<file path="config.mk">
export PLATFORM = sky130hd
export DESIGN_NAME = memc_sgl_arbiter
export DESIGN_NICKNAME = d
export VERILOG_FILES = /design/src/rtl/memc_sgl_arbiter_pkg.sv /design/src/rtl/memc_sgl_arbiter_rr_arbiter.sv /design/src/rtl/memc_sgl_arbiter.sv
export SDC_FILE = /design/constraint.sdc
export NUM_CORES = 1
export LEC_CHECK = 0
export ABC_AREA = 1
export BUFFER_PORTS_ARGS = -buffer_cell sky130_fd_sc_hd__buf_2
export CORE_AREA = 2 2 110 112
export CTS_BUF_LIST = sky130_fd_sc_hd__clkbuf_16
export CTS_CLUSTER_DIAMETER = 200
export DETAILED_ROUTE_END_ITERATION = 10
export DIE_AREA = 0 0 112 114
export PLACE_DENSITY = 0.79
export SLEW_MARGIN = 30
export SYNTH_ARGS = -nofsm -noshare
export SYNTH_HDL_FRONTEND = slang
export SYNTH_HIERARCHICAL = 1
export SYNTH_SLANG_ARGS = --single-unit
</file>
<file path="constraint.sdc">
create_clock -name clk -period 3.6 [get_ports clk]
set_input_delay 0.36 -clock clk [delete_from_list [all_inputs] [get_ports clk]]
set_output_delay 0.36 -clock clk [all_outputs]
set_load 0.02 [all_outputs]
</file>
<file path="src/rtl/memc_sgl_arbiter_pkg.sv">
`default_nettype none
// ============================================================================
// Module   : memc_sgl_arbiter_pkg
// Purpose  : Shared definitions for the memory controller single-access
//            channel. Holds the single-command encoding, the access-size
//            encoding and helpers to build a command and to replicate load
//            data by access size. The LSU load paths reuse these helpers.
// Revision : 1.0 - initial release
// ============================================================================
package memc_sgl_arbiter_pkg;

    // Commands accepted by the controller's single-access port
    typedef enum logic [2:0] {
        MEMC_NONE    = 3'd0,
        MEMC_READ_B  = 3'd1,
        MEMC_READ_H  = 3'd2,
        MEMC_READ_W  = 3'd3,
        MEMC_WRITE_B = 3'd4,
        MEMC_WRITE_H = 3'd5,
        MEMC_WRITE_W = 3'd6
    } memc_cmd_t;

    // Access size; encoding 3 is illegal
    typedef enum logic [1:0] {
        SIZE_BYTE = 2'd0,
        SIZE_HALF = 2'd1,
        SIZE_WORD = 2'd2
    } mem_size_t;

    // Result returned to the owner when the watchdog abandons a transaction
    localparam logic [31:0] c_TIMEOUT_DATA = 32'hDEADBEEF;

    // Build the controller command from direction and size. The illegal size
    // falls through to a word access.
    function automatic memc_cmd_t encode_cmd(input logic wr, input logic [1:0] sz);
        memc_cmd_t c;
        case (sz)
            SIZE_BYTE: c = wr ? MEMC_WRITE_B : MEMC_READ_B;
            SIZE_HALF: c = wr ? MEMC_WRITE_H : MEMC_READ_H;
            default:   c = wr ? MEMC_WRITE_W : MEMC_READ_W;
        endcase
        return c;
    endfunction

    // Replicate the low byte/half across the word so any lane extracts it
    function automatic logic [31:0] replicate_by_size(input logic [31:0] d,
                                                      input logic [1:0]  sz);
        logic [31:0] r;
        case (sz)
            SIZE_BYTE: r = {4{d[7:0]}};
            SIZE_HALF: r = {2{d[15:0]}};
            default:   r = d;
        endcase
        return r;
    endfunction

endpackage
`default_nettype wire

</file>
<file path="src/rtl/memc_sgl_arbiter_rr_arbiter.sv">
`default_nettype none
// ============================================================================
// Module   : memc_sgl_arbiter_rr_arbiter
// Purpose  : Combinational round-robin pick. Scans the request vector
//            starting at i_ptr and wrapping modulo NUM_REQ. Returns the first
//            set request as a one-hot grant and as an index.
// Ports    : i_req   - request vector
//            i_ptr   - highest-priority index for this pick
//            o_grant - one-hot grant (all zero when no request)
//            o_idx   - index of the granted requester (0 when none)
// Revision : 1.0 - initial release
// ============================================================================
module memc_sgl_arbiter_rr_arbiter #(
    parameter int NUM_REQ = 2,
    parameter int IDXW    = 1
) (
    input  wire logic [NUM_REQ-1:0] i_req,
    input  wire logic [IDXW-1:0]    i_ptr,
    output logic      [NUM_REQ-1:0] o_grant,
    output logic      [IDXW-1:0]    o_idx
);

    localparam logic [IDXW:0] c_NUM = (IDXW+1)'(NUM_REQ);

    logic          w_found;
    logic [IDXW:0] w_sum;
    logic [IDXW-1:0] w_sel;

    always_comb begin
        o_grant = '0;
        o_idx   = '0;
        w_found = 1'b0;
        w_sum   = '0;
        w_sel   = '0;
        for (int off = 0; off < NUM_REQ; off++) begin
            // Candidate index = (ptr + off) mod NUM_REQ; one subtract is enough
            w_sum = {1'b0, i_ptr} + (IDXW+1)'(off);
            if (w_sum >= c_NUM) begin
                w_sum = w_sum - c_NUM;
            end
            w_sel = w_sum[IDXW-1:0];
            if (!w_found && i_req[w_sel]) begin
                w_found        = 1'b1;
                o_grant[w_sel] = 1'b1;
                o_idx          = w_sel;
            end
        end
    end

endmodule
`default_nettype wire

</file>
<file path="src/rtl/memc_sgl_arbiter.sv">
`default_nettype none
// ============================================================================
// Module   : memc_sgl_arbiter
// Purpose  : Shares the memory controller single-access (uncached) load/store
//            channel between NUM_REQ requesters. Grants round-robin and keeps
//            one transaction outstanding. Registers and holds the request
//            through controller stall, then routes the ID-less response back
//            to the owner.
// Ports    : IN_req*       - per-requester request (valid/write/size/addr/data)
//            IN_cancel     - owner abandons its in-flight transaction
//            OUT_reqReady  - combinational grant, IDLE only
//            OUT_resValid  - one-cycle completion pulse per requester
//            OUT_resData   - shared load result (held until next load result)
//            OUT_memc*     - controller command/address/store data
//            IN_memc*      - controller stall and load/store completion
//            OUT_busy      - transaction in progress
//            OUT_timeout   - sticky watchdog flag
// Options  : MEMC_SGL_ARB_TIMEOUT_EN - enables the WAIT-state watchdog
//            (TIMEOUT_CYCLES). When undefined, OUT_timeout is tied low.
// Revision : 1.0 - initial release
// ============================================================================
module memc_sgl_arbiter
    import memc_sgl_arbiter_pkg::*;
#(
    parameter int NUM_REQ        = 2,
    parameter int TIMEOUT_CYCLES = 1024
) (
    input  wire logic                   clk,
    input  wire logic                   rst,
    input  wire logic [NUM_REQ-1:0]     IN_reqValid,
    input  wire logic [NUM_REQ-1:0]     IN_reqWrite,
    input  wire logic [2*NUM_REQ-1:0]   IN_reqSize,
    input  wire logic [32*NUM_REQ-1:0]  IN_reqAddr,
    input  wire logic [32*NUM_REQ-1:0]  IN_reqData,
    input  wire logic [NUM_REQ-1:0]     IN_cancel,
    output logic      [NUM_REQ-1:0]     OUT_reqReady,
    output logic      [NUM_REQ-1:0]     OUT_resValid,
    output logic      [31:0]            OUT_resData,
    output logic      [2:0]             OUT_memcCmd,
    output logic      [31:0]            OUT_memcAddr,
    output logic      [31:0]            OUT_memcData,
    input  wire logic                   IN_memcStall,
    input  wire logic                   IN_memcLdValid,
    input  wire logic [31:0]            IN_memcLdData,
    input  wire logic                   IN_memcStValid,
    output logic                        OUT_busy,
    output logic                        OUT_timeout
);

    localparam int IDXW = (NUM_REQ > 1) ? $clog2(NUM_REQ) : 1;

    if (NUM_REQ < 2 || NUM_REQ > 4 || TIMEOUT_CYCLES < 2) begin : g_param_check
        $error("memc_sgl_arbiter: NUM_REQ must be 2..4 and TIMEOUT_CYCLES >= 2");
    end

    typedef enum logic [1:0] {
        ST_IDLE  = 2'd0,
        ST_ISSUE = 2'd1,
        ST_WAIT  = 2'd2
    } state_t;

    state_t            r_state, w_stateNext;
    memc_cmd_t         r_cmd;
    logic [31:0]       r_addr, r_data, r_resData;
    logic [1:0]        r_size;
    logic              r_write, r_dropped;
    logic [IDXW-1:0]   r_rrPtr, r_owner;
    logic [NUM_REQ-1:0] r_resValid;

    logic [NUM_REQ-1:0] w_grant;
    logic [IDXW-1:0]   w_grantIdx, w_ptrNext;
    logic [1:0]        w_selSize;
    logic              w_accept, w_issued, w_resp, w_cancel, w_deliver, w_timeoutHit;

    memc_sgl_arbiter_rr_arbiter #(
        .NUM_REQ (NUM_REQ),
        .IDXW    (IDXW)
    ) u_rr_arbiter (
        .i_req   (IN_reqValid),
        .i_ptr   (r_rrPtr),
        .o_grant (w_grant),
        .o_idx   (w_grantIdx)
    );

    assign OUT_reqReady = (r_state == ST_IDLE) ? w_grant : '0;
    assign w_accept     = (r_state == ST_IDLE) && (|IN_reqValid);
    assign w_issued     = (r_state == ST_ISSUE) && !IN_memcStall;
    // Only the response matching the outstanding direction completes it
    assign w_resp       = (r_state == ST_WAIT) &&
                          (r_write ? IN_memcStValid : IN_memcLdValid);
    assign w_cancel     = (r_state != ST_IDLE) && IN_cancel[r_owner];
    // A cancel landing in the completion cycle still suppresses the result
    assign w_deliver    = !(r_dropped || w_cancel);
    assign w_selSize    = IN_reqSize[{w_grantIdx, 1'b0} +: 2];
    assign w_ptrNext    = (w_grantIdx == IDXW'(NUM_REQ-1)) ? '0 : w_grantIdx + 1'b1;

    always_ff @(posedge clk) begin
        if (rst) begin
            r_state <= ST_IDLE;
        end else begin
            r_state <= w_stateNext;
        end
    end

    always_comb begin
        w_stateNext = r_state;
        case (r_state)
            ST_IDLE:  if (w_accept)                w_stateNext = ST_ISSUE;
            ST_ISSUE: if (w_issued)                w_stateNext = ST_WAIT;
            ST_WAIT:  if (w_resp || w_timeoutHit)  w_stateNext = ST_IDLE;
            default:                               w_stateNext = ST_IDLE;
        endcase
    end

    always_ff @(posedge clk) begin
        if (rst) begin
            r_cmd      <= MEMC_NONE;
            r_addr     <= '0;
            r_data     <= '0;
            r_size     <= '0;
            r_write    <= 1'b0;
            r_owner    <= '0;
            r_rrPtr    <= '0;
            r_dropped  <= 1'b0;
            r_resValid <= '0;
            r_resData  <= '0;
        end else begin
            r_resValid <= '0;
            if (w_accept) begin
                r_cmd     <= encode_cmd(IN_reqWrite[w_grantIdx], w_selSize);
                r_addr    <= IN_reqAddr[{w_grantIdx, 5'b0} +: 32];
                r_data    <= IN_reqData[{w_grantIdx, 5'b0} +: 32];
                r_size    <= w_selSize;
                r_write   <= IN_reqWrite[w_grantIdx];
                r_owner   <= w_grantIdx;
                r_dropped <= 1'b0;
                r_rrPtr   <= w_ptrNext;
            end
            if (w_issued) begin
                r_cmd <= MEMC_NONE;
            end
            if (w_cancel) begin
                r_dropped <= 1'b1;
            end
            // The shared result only changes when a result is actually delivered
            if (w_resp && w_deliver) begin
                r_resValid[r_owner] <= 1'b1;
                if (!r_write) begin
                    r_resData <= replicate_by_size(IN_memcLdData, r_size);
                end
            end
            if (w_timeoutHit && w_deliver) begin
                r_resValid[r_owner] <= 1'b1;
                r_resData           <= c_TIMEOUT_DATA;
            end
        end
    end

`ifdef MEMC_SGL_ARB_TIMEOUT_EN
    localparam int WDW = $clog2(TIMEOUT_CYCLES + 1);

    logic [WDW-1:0] r_wdCnt;
    logic           r_timeout;

    // Counter is zero in the first WAIT cycle; fires in the TIMEOUT_CYCLES-th
    assign w_timeoutHit = (r_state == ST_WAIT) && !w_resp &&
                          (r_wdCnt == WDW'(TIMEOUT_CYCLES - 1));
    assign OUT_timeout  = r_timeout;

    always_ff @(posedge clk) begin
        if (rst) begin
            r_wdCnt   <= '0;
            r_timeout <= 1'b0;
        end else begin
            if (w_issued) begin
                r_wdCnt <= '0;
            end else if (r_state == ST_WAIT) begin
                r_wdCnt <= r_wdCnt + 1'b1;
            end
            if (w_timeoutHit) begin
                r_timeout <= 1'b1;
            end
        end
    end
`else
    assign w_timeoutHit = 1'b0;
    assign OUT_timeout  = 1'b0;
`endif

    assign OUT_memcCmd  = r_cmd;
    assign OUT_memcAddr = r_addr;
    assign OUT_memcData = r_data;
    assign OUT_resValid = r_resValid;
    assign OUT_resData  = r_resData;
    assign OUT_busy     = (r_state != ST_IDLE);

    a_size_legal: assert property (@(posedge clk) disable iff (rst)
        w_accept |-> (w_selSize != 2'd3));

endmodule
`default_nettype wire

</file>
* Word level (Yosys, flattened, before mapping)
Cells that the tools add are included.
** Word-level totals
- Bits in registers :: 109
- Bits of input ports :: 175
- Output and inout port bits :: 105
- Word-level logic and storage cells :: 95
** Operators by class
- Add/sub/neg operators :: 4
- Order comparisons :: 9
- Equality and inequality tests :: 7
- Shift-type cells :: 3
- Mux-type cells :: 35
- Bitwise operators :: 3
- Reduce and logical (&&, ||, !) cells :: 23
** Operators with widths (number)
- indexed part select 64 x 7 -> 32 bit :: 2
- case mux 32 bit (2 select lines) :: 1
- 2-to-1 mux 1 bit :: 20
- 2-to-1 mux 2 bit :: 6
- logical AND 1 bit :: 9
- 2-to-1 mux 3 bit :: 3
- < comparator 1 x 2 -> 1 bit, second input constant :: 4
- == test 2 x 1 -> 1 bit, second input constant :: 3
- logical NOT 2 bit :: 3
- inequality test 2 bit, second input constant :: 3
- case mux 2 bit (3 select lines) :: 1
- case mux 3 bit (2 select lines) :: 1
- OR reduction 2 bit :: 3
- nonzero test 2 bit :: 2
- indexed part select 4 x 3 -> 2 bit :: 1
- demux 1 bit (select 1 bit) :: 3
- >= comparator 1 bit, second input constant :: 3
- logical NOT 1 bit :: 3
- AND reduction 3 bit :: 1
- adder 1 x 1 -> 2 bit, second input constant :: 1
- == test 2 bit, second input constant :: 1
- >= comparator 1 x 2 -> 1 bit, second input constant :: 1
- >= comparator 2 bit, second input constant :: 1
- inverter 1 bit :: 2
- 5 further kinds :: 6

* Logic depth before layout (Yosys ltp)
- Depth in word-level cells :: 12
- Mapped depth :: 10
- Depth with buffers taken out :: 9

* Modules after synthesis
Netlist, hierarchy kept.
** Modules (own cells, without submodules)
- memc_sgl_arbiter :: instances 1, cells each 733, area an instance 5067.4 sq um, seq. area each 2182.1 sq um
- memc_sgl_arbiter_rr_arbiter :: instances 1, cells each 5, area an instance 28.8 sq um, seq. area each 0.0 sq um

* Worst setup path before layout
OpenSTA, ideal clock, no wires.
- Path type :: reg2reg
- Start point :: register r_rrPtr
- End point :: register r_addr[12], in the netlist OUT_memcAddr[12]
- Library setup time :: 74 ps
- Data arrival time :: 1460 ps
- Required time :: 3526 ps
- Path slack :: 2065 ps
- Stages on the path, launching flop included :: 7
- Path buffers :: 2
- Clock period less this slack :: 1535 ps
- Cell sequence :: dfxtp_1 inv_1 a21oi_1 clkbuf_1 buf_1 nand3_1 a31oi_1
** On the way
- Cells in the longest elaborated chain, start to end :: 9
- Elaborated cells on any way between the ends :: 17
- Those cells by class :: add/sub (3); order compare (2); shift (1); mux (9); reduce/logical (2)
** RTL lines
- start: declaration :: line memc_sgl_arbiter.sv:67 : logic [IDXW-1:0] r_rrPtr, r_owner;
- start signal: assignment :: line memc_sgl_arbiter.sv:137 : r_rrPtr <= w_ptrNext;
- >= comparator 1 x 2 -> 1 bit or subtractor 1 bit (tied branches) :: line memc_sgl_arbiter_rr_arbiter.sv:38, memc_sgl_arbiter_rr_arbiter.sv:39
- 2-to-1 mux 1 bit :: line memc_sgl_arbiter_rr_arbiter.sv:38 : if (w_sum >= c_NUM) begin
- 2-to-1 mux 1 bit (implied by the code) (2 in a row) :: line memc_sgl_arbiter_rr_arbiter.sv:42 : if (!w_found && i_req[w_sel]) begin
- 2-to-1 mux 1 bit :: line memc_sgl_arbiter_rr_arbiter.sv:42
- logical NOT 1 bit :: line memc_sgl_arbiter_rr_arbiter.sv:42
- logical AND 1 bit :: line memc_sgl_arbiter_rr_arbiter.sv:42
- 2-to-1 mux 1 bit * :: line memc_sgl_arbiter_rr_arbiter.sv:42
- via w_grantIdx :: line memc_sgl_arbiter.sv:71 : logic [IDXW-1:0] w_grantIdx, w_ptrNext;
- indexed part select 64 x 7 -> 32 bit * :: line memc_sgl_arbiter.sv:131 : r_addr <= IN_reqAddr[{w_grantIdx, 5'b0} +: 32];
- end signal: assignment :: line memc_sgl_arbiter.sv:131
- end: declaration :: line memc_sgl_arbiter.sv:64 : logic [31:0] r_addr, r_data, r_resData;
The timed path passes the listed nets; every way through them passes the cells marked *. The select of a mux whose other input is x is not followed.
A chain may end at the register's enable or synchronous reset.

* Worst setup path in the final report
- Start point :: register r_state[1]
- End point :: register r_resData[28], in the netlist OUT_resData[28]
** On the way
- Cells in the longest elaborated chain, start to end :: 6
- Elaborated cells on any way between the ends :: 8
- Those cells by class :: eq/ne (1); reduce/logical (7)
** RTL lines
- start: declaration :: line memc_sgl_arbiter.sv:62 : state_t r_state, w_stateNext;
- start signal: assignment :: line memc_sgl_arbiter.sv:101 : r_state <= w_stateNext;
- nonzero test 2 bit :: line memc_sgl_arbiter.sv:91 : assign w_cancel = (r_state != ST_IDLE) && IN_cancel[r_owner];
- logical AND 1 bit :: line memc_sgl_arbiter.sv:91
- logical OR 1 bit :: line memc_sgl_arbiter.sv:93 : assign w_deliver = !(r_dropped || w_cancel);
- logical NOT 1 bit :: line memc_sgl_arbiter.sv:93
- logical AND 1 bit * :: line memc_sgl_arbiter.sv:146 : if (w_resp && w_deliver) begin
- AND reduction 2 bit (no line) *
- end signal: assignment :: line memc_sgl_arbiter.sv:149 : r_resData <= replicate_by_size(IN_memcLdData, r_size);
- end signal: assignment :: line memc_sgl_arbiter.sv:154 : r_resData <= c_TIMEOUT_DATA;
- end: declaration :: line memc_sgl_arbiter.sv:64
Every way passes the cells marked *; elsewhere a longest branch is shown, timed or not.

==> results.toml <==
[synthesis]
ys_seq_area_share_pct = 42.8
synthesis.nets = 913
ys_top_cells_by_area = "dfxtp_1, nand2_1, nand3_1"
synth_adder_area_share_pct = 0
yosys_most_used_dff = "dfxtp_1"
netlist_area_mm2 = 0.00510
synth_cells = 738
synth_compound_area_share_pct = 11.8
synth_edf_count = 0
synth_xor_xnor_area_share_pct = 0
synth.area.mux_share_pct = 0
synth_top_family_by_area = "simple AND/OR/NAND/NOR gates"
synth_top_area_share_pct = 42.8
yosysTopAreaCell = "dfxtp_1"
ys_ff_latch = 109
ys_types = 27
synthSimpleGateAreaFrac_pct = 35.1
async_flop_share_pct = 0
avgSynthCellArea_um2 = 6.91
yosys_warnings = 6

[outcome]
status = "completed"

[routing]
antenna_left = 0
wire_per_inst_um = 14.6
via_per_inst = 5.14
drtIter0Drc = 463
dr.pass1.iters = 6
vias = 5797
drc = 0
wirelength_um = 16400

[final_layout]
layout_common_cells = "buf_2, nand2_1, nand3_1"
mostFrequentLayoutCell = "buf_2"
diodes = 0
nNetsFinal = 1151
drive_gt1_share_pct = 31.9
final_area_mm2 = 0.00675
area_growth_pct = 32.5

[worst_setup_path]
crit_chain = "inv_2 > nand2_1 > nand2_1 > nand3_2 > buf_4 > nand2_1 > nand2_1 > nor2_1"
required_ns = 3.83
crit_path_end_kind = "register"
slowest_delay_ns = 0.42
slowest_stage = "buf_4"
worstSetupStartpoint = "r_state[1]"
reg2reg_depth = 8
r2r-end = "OUT_resData[28]"
cp_max_fo = 45
r2r-start = "r_state[1]"
crit_arrival_ns = 2.24
setup.worst_path.start_class = "register"
crit_type = "reg2reg"
cpMostUsedCell = "nand2_1"
r2r_slack_ns = 1.59

[hold_path]
hold_depth = 3
hold_start = "IN_reqAddr[53]"
hold_class = "in2reg"
hold_end = "OUT_memcAddr[21]"

[floorplanning]
die-area_mm2 = 0.0128
initial_core_util_pct = 43.5
die_w_um = 112
core_region_area_mm2 = 0.0117
die_y_um = 114
ioPinCount = 280
fp-row-count = 40

[placement]
pre_cts_ws_ns = 1.51
io_buffers = 278
gp_congestion = 0.858
post-dp-hpwl_um = 11700
dpl-instance-area_mm2 = 0.00649

[timing]
setup_slack_ns = 1.59
hold_slack_ns = 0.291
finalHoldViolCount = 0
worstMarginPinSlew_ns = 0.837
final_max_slew_viol_count = 0
fin_crit_ns = 2.01
finalCritPeriodShare_pct = 55.7
rsz0062_at_grt = "no"
fin_skew_ns = 0.0128
slew-limit-headroom_pct = 44.1
setup_viol = 0
clock.fmax_mhz = 498
tns_ns = 0

[cts]
cts_sinks = 109
cts_hold_buf = 0
cts_resized = 0
clock_latency_ns = 0.34
cts_tree = "built"
cts_buffer_depth = 2
cts_root_buf = "clkbuf_16"
h-tree-depth = 3
cts_buffers = 9
path_clk_slew_ns = 0.08
post-cts-setup-buffers = 0

[grt]
grt_pass1_wl_um = 25400
grt_use_total_pct = 24.5
grt_pass1_vias = 5142
antenna_found_initial = 1
grt-ovfl-total = 0
grt_max_degree = 138

[power]
ir_drop_v = 0.000221
leakagePower_nw = 3.39
p_per_area_mw_per_mm2 = 446
p_total_w = 0.00301

[flow_run]
maxCapViolations = 0
==> metrics by stage <==
stage               util (%)  cells
floorplan                  -    738
global placement        55.4   1112
detailed placement      55.4   1112
CTS                     57.7   1127
global route            57.7   1127
finish                  57.7   1127
==> synthesized netlist by cell type, drive strengths merged, types with 8 or more instances <==
library cell and n:
clkbuf 24, and2 8, dfxtp 109, nand2 189, a21oi 13, buf 34
o21ai 12, nand4 9, a31oi 64, o211ai 8, nand3 133, nor2 69
inv 61
==> logic make-up (layout without fill, tap and decap cells) <==
logic type      after synthesis  count (layout)
other cells                   1               1
compound gates               98              98
buf+inv                     121             363
simple gates                409             409
flops                       109             109
==> layer usage <==
| layer | vias up | routed length [µm] | GRT usage [%] |
|---|---|---|---|
| li1 | 2905 | - | - |
| met1 | 2614 | 6620 | 30.3 |
| met2 | 254 | 8110 | 41.7 |
| met3 | 24 | 1370 | 6.85 |
| met4 | 0 | 323 | 7.72 |
| met5 | - | 0 | 0 |
==> critical path, delay by kind of cell (launching register included) <==
family	cells	cell delay (ns)
AND/OR/NAND/NOR	6	1.00
buffers and inverters	2	0.48
flip-flops	1	0.41
==> power by group <==
part           internal (W)  switching, W  leakage, nW
Combinational      0.000261      0.000480         2.37
Clock              0.000465      0.000447        0.125
Sequential          0.00130     0.0000577        0.893
==> area by class of cell <==
cell class,instances,area (µm²)
Tap cell,147,184
Inverter,63,236
Clock buffer,9,225
Multi-Input combinational cell,508,2420
Timing Repair Buffer,285,1470
Fill cell,1153,4960
Clock inverter,6,40.0
Sequential cell,109,2180
==> worst max-delay path by stage <==
stage | end | slack, ns | depth (start not counted)
floorplan | OUT_memcAddr[12] | 2.07 | 6
global placement | OUT_memcCmd[0] | 1.59 | 9
detailed placement | OUT_memcData[4] | 1.51 | 7
CTS | OUT_resData[28] | 1.58 | 8
global route | OUT_resData[3] | 1.36 | 8
finish | OUT_resData[28] | 1.59 | 8
==> sequential cells by signal (all words and copies together), names as in the netlist <==
name	cells
OUT_memcAddr	32
OUT_memcData	32
OUT_resData	32
OUT_memcCmd	3
OUT_resValid	2
r_size	2
r_state	2
r_dropped	1
r_owner	1
r_rrPtr	1
r_write	1
Power figures use the tool's default switching activity.
